### src/rtl/sa_fifo_ctrl_160x65_pkg.sv
// Shared constants and pointer helper for the 160x65 FIFO controller and its skid buffer.
package sa_fifo_ctrl_160x65_pkg;

  localparam int WIDTH      = 65;
  localparam int DEPTH      = 160;
  localparam int AW         = 8;
  localparam int SKID_DEPTH = 3;
  localparam int CNT_W      = 8;
  localparam int SKID_AW    = 2;
  localparam int SKID_CW    = 2;
  localparam int CREDIT_W   = 3;

  // RAM pointers wrap at DEPTH-1, not at the natural 2^AW boundary.
  function automatic logic [AW-1:0] next_ptr(input logic [AW-1:0] ptr);
    return (ptr == AW'(DEPTH - 1)) ? '0 : ptr + AW'(1);
  endfunction

endpackage

### src/rtl/sa_fifo_skid.sv
// Small register FIFO absorbing RAM read data; head is presented combinationally.
module sa_fifo_skid
  import sa_fifo_ctrl_160x65_pkg::*;
(
  input  logic               clk,
  input  logic               rstn,
  input  logic               i_push,
  input  logic [WIDTH-1:0]   i_din,
  input  logic               i_pop,
  output logic               o_valid,
  output logic [WIDTH-1:0]   o_dout,
  output logic [SKID_CW-1:0] o_cnt
);

  logic [WIDTH-1:0]   r_mem [SKID_DEPTH];
  logic [SKID_AW-1:0] r_head;
  logic [SKID_AW-1:0] r_tail;
  logic [SKID_CW-1:0] r_cnt;
  logic               w_pop;

  function automatic logic [SKID_AW-1:0] skid_next(input logic [SKID_AW-1:0] p);
    return (p == SKID_AW'(SKID_DEPTH - 1)) ? '0 : p + SKID_AW'(1);
  endfunction

  assign w_pop = i_pop && (r_cnt != '0);

  // NOTE: storage carries no reset; only occupancy is reset, and stale
  // entries are never visible because o_valid follows the count.
  always_ff @(posedge clk) begin
    if (i_push) r_mem[r_tail] <= i_din;
  end

  // NOTE: state uses non-blocking assignments so every register samples
  // pre-edge values regardless of statement order.
  always_ff @(posedge clk or negedge rstn) begin
    if (!rstn) begin
      r_head <= '0;
      r_tail <= '0;
      r_cnt  <= '0;
    end else begin
      if (i_push) r_tail <= skid_next(r_tail);
      if (w_pop)  r_head <= skid_next(r_head);
      case ({i_push, w_pop})
        2'b10:   r_cnt <= r_cnt + SKID_CW'(1);
        2'b01:   r_cnt <= r_cnt - SKID_CW'(1);
        default: r_cnt <= r_cnt;
      endcase
    end
  end

  assign o_valid = (r_cnt != '0);
  assign o_dout  = r_mem[r_head];
  assign o_cnt   = r_cnt;

endmodule

### src/rtl/sa_fifo_ctrl_160x65.sv
// Valid/ready FIFO controller driving a 160x65 two-port RAM with 2-cycle read latency,
// hiding that latency behind a credit-managed output skid buffer.
module sa_fifo_ctrl_160x65
  import sa_fifo_ctrl_160x65_pkg::*;
(
  input  logic             clk,
  input  logic             rstn,
  input  logic             wr_pvld,
  output logic             wr_prdy,
  input  logic [WIDTH-1:0] wr_pd,
  output logic             rd_pvld,
  input  logic             rd_prdy,
  output logic [WIDTH-1:0] rd_pd,
  output logic [AW-1:0]    ram_wa,
  output logic             ram_we,
  output logic [WIDTH-1:0] ram_di,
  output logic [AW-1:0]    ram_ra,
  output logic             ram_re,
  output logic             ram_ore,
  input  logic [WIDTH-1:0] ram_dout,
  output logic [7:0]       fifo_cnt,
  output logic             fifo_idle
);

  logic [AW-1:0]       r_wr_ptr;
  logic [AW-1:0]       r_rd_ptr;
  logic [CNT_W-1:0]    r_ram_cnt;
  logic [CNT_W-1:0]    r_fifo_cnt;
  logic [1:0]          r_inflight;
  logic                r_ore;
  logic                r_dvld;

  logic                w_wr_acc;
  logic                w_issue;
  logic                w_pop;
  logic                w_push;
  logic [SKID_CW-1:0]  w_skid_cnt;
  logic [CREDIT_W-1:0] w_credit_used;
  logic [CNT_W-1:0]    w_ram_cnt_nxt;
  logic [CNT_W-1:0]    w_fifo_cnt_nxt;
  logic [1:0]          w_inflight_nxt;

  assign wr_prdy  = (r_ram_cnt != CNT_W'(DEPTH));
  assign w_wr_acc = wr_pvld && wr_prdy;
  assign w_pop    = rd_pvld && rd_prdy;
  assign w_push   = r_dvld;

  // Credit from registered counts only: a pop frees a slot for the following cycle.
  assign w_credit_used = CREDIT_W'(r_inflight) + CREDIT_W'(w_skid_cnt);
  assign w_issue       = (r_ram_cnt != '0) && (w_credit_used < CREDIT_W'(SKID_DEPTH));

  assign ram_we  = w_wr_acc;
  assign ram_wa  = r_wr_ptr;
  assign ram_di  = wr_pd;
  assign ram_re  = w_issue;
  assign ram_ra  = r_rd_ptr;
  assign ram_ore = r_ore;

  // NOTE: every combinational output gets a default first so no path holds
  // a previous value and infers a latch.
  always_comb begin
    w_ram_cnt_nxt  = r_ram_cnt;
    w_fifo_cnt_nxt = r_fifo_cnt;
    w_inflight_nxt = r_inflight;
    case ({w_wr_acc, w_issue})
      2'b10:   w_ram_cnt_nxt = r_ram_cnt + CNT_W'(1);
      2'b01:   w_ram_cnt_nxt = r_ram_cnt - CNT_W'(1);
      default: ;
    endcase
    case ({w_wr_acc, w_pop})
      2'b10:   w_fifo_cnt_nxt = r_fifo_cnt + CNT_W'(1);
      2'b01:   w_fifo_cnt_nxt = r_fifo_cnt - CNT_W'(1);
      default: ;
    endcase
    case ({w_issue, w_push})
      2'b10:   w_inflight_nxt = r_inflight + 2'd1;
      2'b01:   w_inflight_nxt = r_inflight - 2'd1;
      default: ;
    endcase
  end

  always_ff @(posedge clk or negedge rstn) begin
    if (!rstn) begin
      r_wr_ptr   <= '0;
      r_rd_ptr   <= '0;
      r_ram_cnt  <= '0;
      r_fifo_cnt <= '0;
      r_inflight <= '0;
      r_ore      <= 1'b0;
      r_dvld     <= 1'b0;
    end else begin
      if (w_wr_acc) r_wr_ptr <= next_ptr(r_wr_ptr);
      if (w_issue)  r_rd_ptr <= next_ptr(r_rd_ptr);
      r_ram_cnt  <= w_ram_cnt_nxt;
      r_fifo_cnt <= w_fifo_cnt_nxt;
      r_inflight <= w_inflight_nxt;
      // ram_ore strobes the RAM output register once per issued read; r_dvld marks valid ram_dout.
      r_ore      <= w_issue;
      r_dvld     <= r_ore;
    end
  end

  sa_fifo_skid u_skid (
    .clk     (clk),
    .rstn    (rstn),
    .i_push  (w_push),
    .i_din   (ram_dout),
    .i_pop   (w_pop),
    .o_valid (rd_pvld),
    .o_dout  (rd_pd),
    .o_cnt   (w_skid_cnt)
  );

  assign fifo_cnt  = r_fifo_cnt;
  assign fifo_idle = (r_fifo_cnt == '0);

endmodule

### config.mk
export PLATFORM = sky130hd
export DESIGN_NAME = sa_fifo_ctrl_160x65
export DESIGN_NICKNAME = d
export VERILOG_FILES = /design/src/rtl/sa_fifo_ctrl_160x65_pkg.sv /design/src/rtl/sa_fifo_skid.sv /design/src/rtl/sa_fifo_ctrl_160x65.sv
export SDC_FILE = /design/constraint.sdc
export NUM_CORES = 1
export LEC_CHECK = 0
export CAP_MARGIN = 20
export CORE_MARGIN = 2
export CORE_UTILIZATION = 40
export CTS_CLUSTER_DIAMETER = 200
export DETAILED_ROUTE_END_ITERATION = 12
export PLACE_DENSITY = 0.69
export SLEW_MARGIN = 10
export SYNTH_ARGS = -nofsm -noshare
export SYNTH_HDL_FRONTEND = slang
export SYNTH_SLANG_ARGS = --single-unit
### constraint.sdc
create_clock -name clk -period 10.4 [get_ports clk]
set_input_delay 2.08 -clock clk [delete_from_list [all_inputs] [get_ports clk]]
set_output_delay 2.08 -clock clk [all_outputs]
set_load 0.01 [all_outputs]
Word-level counts from Yosys, hierarchy flattened
Memories as Yosys holds them, arrays and structs flattened. Cells that the tools add are included.

Register bits after elaboration: 42. Latch bits: 0. Logic and storage cells: 59. ROM bits: 0. Memories kept: 1. Bits of input ports: 134. Memory bits (writable): 195.

Shifts and indexed selects: 0. $lt $le $gt $ge: 1. Divide/modulo/power cells: 0. Reductions and logical operators: 11. Bitwise logic cells: 0. Multipliers: 0. Eq/ne operators: 13. Add/sub/neg operators: 13. Mux-type cells: 10.

Memory list: u_skid.r_mem (depth 3, bits a word 65, rd ports 1, clocked after Yosys merged registers in 0, wr ports 1, line sa_fifo_skid.sv:15) `logic [WIDTH-1:0] r_mem [SKID_DEPTH];`.

Operators with widths (number): 8-bit by 1-bit adder with 8-bit output (second input constant) (4); 8-bit case mux with 2 select lines (2); 8-bit == test (second input constant) (2); 8-bit two-way mux (2); 8-bit by 1-bit subtractor with 8-bit output (second input constant) (2); 2-bit == test (second input constant) (6); 2-bit nonzero test (5); 2-bit by 1-bit adder with 2-bit output (second input constant) (4); 2-bit by 1-bit == test with 1-bit output (second input constant) (4); 8-bit zero test (1); 8-bit inequality test (second input constant) (1); 2-bit case mux with 2 select lines (2); 8-bit nonzero test (1); 1-bit logical AND (4); 2-bit two-way mux (2); 2-bit by 1-bit subtractor with 2-bit output (second input constant) (2); 2-bit by 2-bit adder with 3-bit output (1); 3-bit by 2-bit less-than comparator with 1-bit output (second input constant) (1); 1-bit two-way mux (2).

Longest topological paths before layout
Gate-level depths: netlist of the first run.

Depth after elaboration: 5. Depth in mapped cells: 12.

Hierarchy
From an unflattened synthesis of the first run, not the netlist that was laid out.

Cell total of the unflattened synthesis: 735. Area, all modules: 10294.9 sq um.

By module, submodules not included: sa_fifo_skid (sequential area each 6005.8 sq um, cells each 438, area an instance 7502.2 sq um, instances 1); sa_fifo_ctrl_160x65 (sequential area each 900.9 sq um, cells each 297, area an instance 2792.7 sq um, instances 1).

Worst setup path before layout of the first run
Ideal clock, no wire load.

Kind: register -> register. From: register r_dvld. To: memory u_skid.r_mem[1][0] (enable). Required time: 9.816 ns. Setup slack: 4.569 ns. Stages on the path, launching flop included: 3. Data arrival time: 5.247 ns. Setup time: 0.584 ns. Path through: dfrtp_1 -> inv_1 -> nor3b_1.

Word-level cells in the longest chain between the ends: 2.

RTL lines: from (decl) (line sa_fifo_ctrl_160x65.sv:31) `logic r_dvld;`; from (signal assigned) (line sa_fifo_ctrl_160x65.sv:99) `r_dvld <= r_ore;`; 1-bit two-way mux (line sa_fifo_skid.sv:30) `if (i_push) r_mem[r_tail] <= i_din;`; 1-bit two-way mux (implied by the code) (line sa_fifo_skid.sv:30); to (decl) (line sa_fifo_skid.sv:15).

Every way passes these cells.

Worst setup path in the final report of the first run
From: input wr_pvld. To: output ram_we.

Word-level cells in the longest chain between the ends: 1.

RTL lines: from (decl) (line sa_fifo_ctrl_160x65.sv:8) `input logic wr_pvld,`; 1-bit logical AND (line sa_fifo_ctrl_160x65.sv:44) `assign w_wr_acc = wr_pvld && wr_prdy;`; to (decl) (line sa_fifo_ctrl_160x65.sv:15) `output logic ram_we,`.

Every way passes these cells.

==> flow_metrics.tcl, run 1 <==
set metrics [dict create \
    status "completed" \
    arrival_ps 3400 \
    r2r_start "u_skid.o_cnt[0]$_DFFE_PN0P_" \
    clk_pin_slew_ps 60 \
    pwr-share-seq_pct 37.9 \
    rows 58 \
    timing.final.crit_share_pct 52.70 \
    wl_met2_um 10550 \
    cp-end-kind "output port" \
    slew_violations 0 \
    numClockSinks 237 \
    r2r_slack_ps 6750 \
    fin_crit_ps 5481 \
    synth-edff-count 195 \
    relSlewSlack_pct 36.23 \
    fmax_mhz 182.5 \
    fin_util_pct 50.16 \
    whs_path_depth 0 \
    cp_cell_sequence "clkdlybuf4s50_1 -> nand2_1 -> inv_2 -> clkdlybuf4s50_1" \
    yosysWarnings 0 \
    grt_usage_pct 15.61 \
    io_pins 294 \
    rr_worst_depth 11 \
    drive_gt1_share_pct 7.629 \
    synth_compound_area_share_pct 7.519 \
    cts-buffers-inserted 26 \
    netSwitchingFraction_pct 33.34 \
    die-area_um2 26800 \
    setup_tns_ps 0 \
    tritoncts "yes" \
    dp.cells 1134 \
    ys_ff_latch 237 \
    stdcell_area_um2 12590 \
    fillCellCount 2144 \
    p_clk_share_pct 23.4 \
    power.switching_w 0.001347 \
    start_util_pct 40.63 \
    ir_drop_mv 0.1748 \
    cp-start-kind "primary input" \
    die_width_um 163.7 \
    hpwl_um 14070 \
    wl_met1_um 8139 \
    crit_end "ram_we" \
    synthMuxAreaShare_pct 7.004 \
    clockBufferDepth 3 \
    netlist_area_um2 10200 \
    hold_class "reg2reg" \
    antenna_left 0 \
    yosysSeqAreaShare_pct 67.71 \
    synthSimpleGateAreaFrac_pct 6.415 \
    postCtsSetupBuffers 0 \
    finalNonFillerCells 1183 \
    fin_worst_skew_ps 28.19 \
    grt_pass1_vias 5693 \
    cts_resized 0 \
    initialDrtViolationCount 375 \
    route.met3.wl_um 2117 \
    layout_common_cells "195 x edfxtp_1, 162 x clkdlybuf4s50_1, 92 x nand2_1, 81 x o21ai_0, 68 x mux2i_1" \
    comb_power_share_pct 38.8 \
    routedWlPerCell_um 18.32 \
    clock-root-buffer "clkbuf_16" \
    crit_path_start "wr_pvld" \
    crit_cells 4 \
    syn_inst 728 \
    drv_cap 0 \
    syn_to_final_growth_pct 23.46 \
    critPathBufInv 3 \
    overflow 0 \
    critical-path-top-delay-family "buffers and inverters" \
    clk_latency_ps 540 \
    rsz0062_at_grt "no" \
    synth_top_family_by_area "compound AO/OA/AOI/OAI gates" \
    wirelength_um 21670 \
    design.core.area_um2 25110 \
    synthAdderAreaFrac_pct 2.919 \
    nNetsFinal 988 \
    synthXorXnorAreaFrac_pct 2.146 \
    drc_errors 0 \
    r2r_end "r_ram_cnt[7]$_DFFE_PN0P_" \
    syn-num-nets 884 \
    synthArstFlopShare_pct 17.72 \
    crit_top_cell "clkdlybuf4s50_1" \
    crit_path_max_fanout 7 \
    ys_types 50 \
    gp_congestion 0.7631 \
    criticalPathCategory "in2out" \
    vias_per_cell 4.974 \
    finalSetupViolCount 0 \
    worstMarginPinSlew_ps 956.6 \
    p_leak_nw 4.509 \
    vias 5884 \
    hold_violations 0 \
    holdBufCountCts 0 \
    power.internal_w 0.002695 \
    ys.flop_type "edfxtp_1" \
    synth_area_per_cell_um2 14.01 \
    slowest_delay_ps 550 \
    grt_max_degree 85 \
    htreeDepth 1 \
    top_layer "met5" \
    antenna_found_initial 2 \
    dpl_cell_area_um2 11700 \
    port-buffer-count 163 \
    die_h_um 163.7 \
    dr.pass1.iters 5 \
    power_density_nw_per_um2 320.9 \
    mostFrequentLayoutCell "edfxtp_1" \
    required_ps 8320 \
    slowest_stage "clkdlybuf4s50_1" \
    grt_pass1_wl_um 32240 \
]
registers in the layout, summed over array words and instances, names as in the netlist:
| register | count |
|---|---|
| ram_wa | 8 |
| u_skid.o_cnt | 2 |
| fifo_cnt | 8 |
| u_skid.r_tail | 2 |
| r_dvld | 1 |
| u_skid.r_mem | 195 |
| r_ram_cnt | 8 |
| ram_ore | 1 |
| r_inflight | 2 |
| u_skid.r_head | 2 |
| ram_ra | 8 |
layer usage:
metal / up-vias / GRT usage (%)
met5: - / 0.7576
met4: 4 / 6.579
met3: 58 / 4.949
met2: 221 / 26.68
met1: 2776 / 18.07
li1: 2825 / -
area by class of cell:
type | instances | area [um2] | share of cell area, %
Antenna cell | 1 | 2.502 | 0.01987
Multi-Input combinational cell | 389 | 2668 | 21.18
Inverter | 10 | 37.54 | 0.2980
Timing Repair Buffer | 168 | 1664 | 13.21
Tap cell | 330 | 412.9 | 3.278
Sequential cell | 237 | 6914 | 54.90
Clock buffer | 28 | 658.1 | 5.226
Clock inverter | 20 | 237.7 | 1.888
kinds of logic (layout without fill, tap and decap cells):
| family | Yosys count | after routing |
|---|---|---|
| XOR/XNOR | 25 | 25 |
| flip-flops | 237 | 237 |
| buffers and inverters | 102 | 226 |
| AO/OA/AOI/OAI | 130 | 130 |
| AND/OR/NAND/NOR | 141 | 141 |
| adder cells (fa/ha/maj) | 22 | 22 |
| other | 0 | 1 |
| multiplexers | 71 | 71 |
worst min-delay path by stage:
stage                           start  slack, ps          endpoint
finish              ram_ore$_DFF_PN0_        370  r_dvld$_DFF_PN0_
floorplan           ram_ore$_DFF_PN0_        420  r_dvld$_DFF_PN0_
global placement    ram_ore$_DFF_PN0_        360  r_dvld$_DFF_PN0_
global route        ram_ore$_DFF_PN0_        400  r_dvld$_DFF_PN0_
CTS                 ram_ore$_DFF_PN0_        380  r_dvld$_DFF_PN0_
detailed placement  ram_ore$_DFF_PN0_        360  r_dvld$_DFF_PN0_
per-stage QoR:
| step | total power (W) | hold WS (ps) | setup slack (ps) |
|---|---|---|---|
| floorplan | 0.002489 | 416.0 | 4569 |
| global placement | 0.003109 | 358.9 | 4945 |
| detailed placement | 0.003139 | 363.4 | 4939 |
| CTS | 0.004099 | 377.2 | 4929 |
| global route | 0.004308 | 395.4 | 4878 |
| finish | 0.004042 | 374.0 | 4919 |
cell usage after synthesis, types with 2 or more instances:
cell / count / area, um2
nand2_1: 92 / 345.3
nor2_1: 14 / 52.55
o21ai_0: 81 / 405.4
fa_1: 3 / 60.06
o31ai_1: 2 / 15.01
buf_2: 6 / 30.03
o21bai_1: 3 / 22.52
o21a_1: 3 / 22.52
nor4b_1: 3 / 26.28
nor3_1: 5 / 25.02
nand3_1: 4 / 20.02
and3_1: 2 / 12.51
inv_1: 9 / 33.78
edfxtp_1: 195 / 5856
nor3b_1: 6 / 45.04
nand4_1: 3 / 18.77
a31oi_1: 2 / 12.51
a32o_1: 2 / 20.02
buf_4: 65 / 488.0
a211oi_1: 4 / 30.03
mux2i_1: 68 / 680.7
and4_4: 2 / 22.52
a21o_1: 9 / 67.56
a21oi_1: 14 / 70.07
or4_1: 2 / 15.01
ha_1: 19 / 237.7
clkbuf_1: 19 / 71.32
and2_1: 2 / 12.51
o21ai_1: 2 / 10.01
xor2_1: 8 / 70.07
mux2_2: 2 / 22.52
xnor2_1: 17 / 148.9
a41oi_1: 2 / 17.52
dfrtp_1: 42 / 1051
power by group through the flow:
| stage | sequential (W) | clock, W | combinational (W) |
|---|---|---|---|
| 3_3_place_gp | 0.00154 | 0 | 0.00157 |
| 2_1_floorplan | 0.00152 | 0 | 0.000974 |
| 5_1_grt | 0.00157 | 0.00101 | 0.00174 |
| 4_1_cts | 0.00154 | 0.000969 | 0.00159 |
| 3_5_place_dp | 0.00155 | 0 | 0.00159 |
| 6_report | 0.00153 | 0.000944 | 0.00157 |
Power figures use the tool's default switching activity.
==> inputs of run 2 (changes only) <==
clock period = 5.5 ns   (was 10.4 ns; I/O delays follow)
==> flow_metrics.tcl, run 2 (synthesis results as in run 1) <==
set metrics [dict create \
    status "completed" \
    grt_pass1_vias 5710 \
    finalSetupViolCount 0 \
    busiest_layer "met2" \
    cts-buffers-inserted 25 \
    dpl_cell_area_um2 11730 \
    arrival_ps 3020 \
    routedWlPerCell_um 17.43 \
    htreeDepth 1 \
    p_leak_nw 4.480 \
    rows 58 \
    die-area_um2 26800 \
    timing.final.crit_share_pct 74.85 \
    clk_latency_ps 530 \
    r2r_slack_ps 1960 \
    power.internal_w 0.004998 \
    drc_errors 0 \
    r2r_end "r_ram_cnt[7]$_DFFE_PN0P_" \
    cp_cell_sequence "buf_4 -> mux2i_1 -> o21ai_0 -> clkdlybuf4s50_1" \
    critical-path-top-delay-family "flip-flops" \
    start_util_pct 40.63 \
    power.switching_w 0.002531 \
    required_ps 4400 \
    nNetsFinal 988 \
    mostFrequentLayoutCell "edfxtp_1" \
    clock-root-buffer "clkbuf_16" \
    grt_pass1_wl_um 30980 \
    slowest_delay_ps 1090 \
    port-buffer-count 163 \
    pwr-share-seq_pct 39.3 \
    largest_register_ffs 195 \
    cp-start-kind "register" \
    die_width_um 163.7 \
    design.core.area_um2 25110 \
    fin_crit_ps 4117 \
    largest-register "u_skid.r_mem" \
    die_h_um 163.7 \
    register_area_um2 6914 \
    cts_resized 0 \
    drv_cap 0 \
    overflow 0 \
    dp.cells 1135 \
    multiInputGateArea_um2 2680 \
    slowest_stage "dfrtp_4" \
    postCtsSetupBuffers 0 \
    slew_violations 0 \
    vias_per_cell 4.943 \
    crit_cells 4 \
    clockBufferDepth 3 \
    p_clk_share_pct 21.9 \
    holdBufCountCts 0 \
    comb_power_share_pct 38.8 \
    initialDrtViolationCount 371 \
    hold_violations 0 \
    met1_usage_pct 18.26 \
    dr.pass1.iters 4 \
    vias 5838 \
    clk_pin_slew_ps 60 \
    gp_congestion 0.7503 \
    critPathBufInv 2 \
    fillCellCount 2158 \
    criticalPathCategory "reg2out" \
    drive_gt1_share_pct 6.816 \
    numClockSinks 237 \
    antenna_left 0 \
    grt_usage_pct 14.84 \
    fin_worst_skew_ps 12.77 \
    grt_max_degree 92 \
    hold_class "reg2reg" \
    wirelength_um 20590 \
    ir_drop_mv 0.4976 \
    antenna_found_initial 1 \
    grtUsageMet2_pct 25.40 \
    whs_path_depth 0 \
    finalNonFillerCells 1181 \
    hold_path_end "r_dvld$_DFF_PN0_" \
    min_from "ram_ore$_DFF_PN0_" \
    netSwitchingFraction_pct 33.61 \
    stdcell_area_um2 12540 \
    crit_path_max_fanout 53 \
    rr_worst_depth 11 \
    io_pins 294 \
    cp-end-kind "output port" \
    tritoncts "yes" \
    relSlewSlack_pct 30.81 \
    worstMarginPinSlew_ps 1038 \
    syn_to_final_growth_pct 22.92 \
    r2r_start "r_inflight[0]$_DFFE_PN0P_" \
    hpwl_um 13400 \
    antenna_cells 0 \
    met3_usage_pct 3.384 \
    fmax_mhz 242.9 \
    rsz0062_at_grt "no" \
    power_density_nw_per_um2 600.5 \
    layout_common_cells "195 x edfxtp_1, 162 x clkdlybuf4s50_1, 92 x nand2_1, 81 x o21ai_0, 68 x mux2i_1" \
]
==> run 2: final cells by class <==
| cell class | count | share of cell area, % |
|---|---|---|
| repair buffers | 169 | 13.43 |
| clock buffers | 32 | 5.199 |
| inverters | 10 | 0.2993 |
| multi-input cells | 389 | 21.37 |
| flip-flops and latches | 237 | 55.14 |
| clock inverters | 14 | 1.267 |
| well taps | 330 | 3.293 |
==> run 2: worst max path at each step <==
stage	end	from	slack, ps
3_5_place_dp	fifo_cnt[7]$_DFFE_PN0P_	rd_prdy	1790
6_report	rd_pd[12]	u_skid.r_head[0]$_DFFE_PN0P_	1380
4_1_cts	rd_pd[12]	u_skid.r_head[0]$_DFFE_PN0P_	1350
5_1_grt	rd_pd[12]	u_skid.r_head[0]$_DFFE_PN0P_	1290
3_3_place_gp	fifo_cnt[7]$_DFFE_PN0P_	rd_prdy	1790
2_1_floorplan	u_skid.r_mem[0][0]$_DFFE_PP_	r_dvld$_DFF_PN0_	-20
==> run 2: worst reg2reg max path, delay by kind of cell (launching register included) <==
family,cells,cell delay [ps]
AO/OA/AOI/OAI,5,1320
XOR/XNOR,1,100
adder cells (fa/ha/maj),4,1490
flip-flops,1,420
AND/OR/NAND/NOR,1,110
==> run 2: power groups by stage <==
stage          clock (W)  combinational (W)  sequential (W)
2_1_floorplan          0            0.00184         0.00285
3_3_place_gp           0            0.00292         0.00299
3_5_place_dp           0            0.00296         0.00301
4_1_cts          0.00169            0.00297         0.00297
5_1_grt          0.00177            0.00321         0.00304
6_report         0.00165            0.00292         0.00296
==> run 2: metrics by stage <==
stage	setup WS [ps]	total power (W)	utilization, %	TNS, ps	hold slack, ps
finish	1383	0.007529	49.94	0	384.3
global route	1292	0.008015	49.94	0	398.5
CTS	1351	0.007629	49.94	0	394.6
detailed placement	1795	0.005966	46.71	0	381.3
global placement	1788	0.005913	46.71	0	401.5
floorplan	-18.37	0.004691	-	-1194	416.0
==> run 2: metal layers <==
metal / part of all wire, % / wire [um] / up-vias
met5: 0.078 / 16 / -
li1: - / - / 2828
met1: 41 / 8522 / 2785
met4: 3.2 / 660 / 2
met2: 48 / 9937 / 168
met3: 7.0 / 1448 / 55
==> inputs of run 3 (changes only) <==
PLACE_DENSITY = 0.72   (was 0.69)
clock period = 3.67 ns   (was 5.5 ns; I/O delays follow)
==> flow_metrics.tcl, run 3 (synthesis results as in run 1) <==
set metrics [dict create \
    grt_usage_pct 14.91 \
    clock-root-buffer "clkbuf_16" \
    die-area_um2 26800 \
    die_width_um 163.7 \
    hpwl_um 13630 \
    vias_per_cell 4.947 \
    design.core.area_um2 25110 \
    multiInputGateArea_um2 2686 \
    criticalPathCategory "reg2out" \
    rr_worst_depth 11 \
    postCtsSetupBuffers 0 \
    tritoncts "yes" \
    syn_to_final_growth_pct 23.78 \
    cts-buffers-inserted 25 \
    dr.pass1.iters 4 \
    timing.final.crit_share_pct 93.29 \
    worstMarginPinSlew_ps 825.0 \
    mostFrequentLayoutCell "edfxtp_1" \
    preCtsSetupSlack_ps 298.3 \
    nNetsFinal 991 \
    largest_register_ffs 195 \
    layout_common_cells "195 x edfxtp_1, 162 x clkdlybuf4s50_1, 92 x nand2_1, 81 x o21ai_0, 68 x mux2i_1" \
    wirelength_um 20930 \
    die_h_um 163.7 \
    holdWs_ps 173.7 \
    setup_ws_ps 246.2 \
    slew_violations 0 \
    cp-start-kind "register" \
    port-buffer-count 163 \
    cp_cell_sequence "ha_1 -> fa_1 -> a21o_1 -> a31oi_4 -> buf_4 -> clkdlybuf4s50_1" \
    required_ps 2940 \
    gp_congestion 0.7989 \
    overflow 0 \
    ir_drop_mv 0.6837 \
    grt_pass1_wl_um 31230 \
    fillCellCount 2129 \
    hold_class "in2async" \
    rows 58 \
    setup_tns_ps 0 \
    htreeDepth 1 \
    fin_crit_ps 3424 \
    antenna_left 0 \
    drive_gt1_share_pct 7.143 \
    cp-end-kind "output port" \
    grt_max_degree 84 \
    crit_path_max_fanout 10 \
    slowest_stage "clkdlybuf4s50_1" \
    drc_errors 0 \
    finalNonFillerCells 1184 \
    hold_violations 0 \
    routedWlPerCell_um 17.68 \
    r2r_slack_ps 370 \
    vias 5857 \
    fin_util_pct 50.29 \
    clockBufferDepth 3 \
    clk_latency_ps 520 \
    start_util_pct 40.63 \
    fin_worst_skew_ps 9.537 \
    cts_resized 0 \
    antenna_cells 0 \
    status "completed" \
    critical-path-top-delay-family "buffers and inverters" \
    grt_pass1_vias 5640 \
    numClockSinks 237 \
    fmax_mhz 292.1 \
    clk_pin_slew_ps 60 \
    p_leak_nw 4.513 \
    rsz0062_at_grt "no" \
    slowest_delay_ps 550 \
    power_density_nw_per_um2 898.8 \
    relSlewSlack_pct 45.00 \
    register_area_um2 6914 \
    antenna_found_initial 0 \
    r2r_end "r_ram_cnt[7]$_DFFE_PN0P_" \
    critPathBufInv 2 \
    largest-register "u_skid.r_mem" \
    r2r_start "u_skid.o_cnt[0]$_DFFE_PN0P_" \
    initialDrtViolationCount 436 \
    holdBufCountCts 0 \
    drv_cap 0 \
    arrival_ps 2690 \
    dp.cells 1137 \
    io_pins 294 \
    finalSetupViolCount 0 \
]
[run 3: stage by stage]
| stage | cell area (um2) | total power (W) |
|---|---|---|
| global placement | 11800 | 0.008941 |
| detailed placement | 11800 | 0.009036 |
| global route | 12630 | 0.01209 |
| floorplan | 10220 | 0.007011 |
| CTS | 12600 | 0.01151 |
| finish | 12630 | 0.01135 |
[run 3: final cells by class]
type / count / area share, %
clock buffers: 35 / 5.410
clock inverters: 11 / 0.9215
inverters: 10 / 0.2973
multi-input cells: 389 / 21.27
flip-flops and latches: 237 / 54.76
well taps: 330 / 3.270
repair buffers: 172 / 14.07
[run 3: worst max path at each step]
stage                                            from                            to  slack (ps)  cells past startpoint
after floorplan                      r_dvld$_DFF_PN0_  u_skid.r_mem[1][0]$_DFFE_PP_         150                      2
after global placement                        rd_prdy       fifo_cnt[7]$_DFFE_PN0P_         320                     10
after detailed placement                      rd_prdy       fifo_cnt[7]$_DFFE_PN0P_         300                     10
after CTS                   r_inflight[0]$_DFFE_PN0P_                        ram_re         200                      6
after global routing      u_skid.o_cnt[0]$_DFFE_PN0P_      r_ram_cnt[7]$_DFFE_PN0P_          90                     11
final                     u_skid.o_cnt[0]$_DFFE_PN0P_                        ram_re         250                      6
[run 3: power breakdown]
part           leakage, nW  switching (W)  internal, W  total [W]
clock network        0.394       0.000990      0.00144    0.00243
registers             2.31       0.000509      0.00380    0.00431
logic                 1.81        0.00233      0.00228    0.00461
total                 4.51        0.00383      0.00752     0.0113
[run 3: per-layer routing]
metal	track usage, %	share of wire [%]	up-vias
met2	24.77	48	190
li1	-	-	2832
met5	0	0	-
met3	4.268	8.9	44
met4	5.183	2.6	0
met1	18.72	40	2791
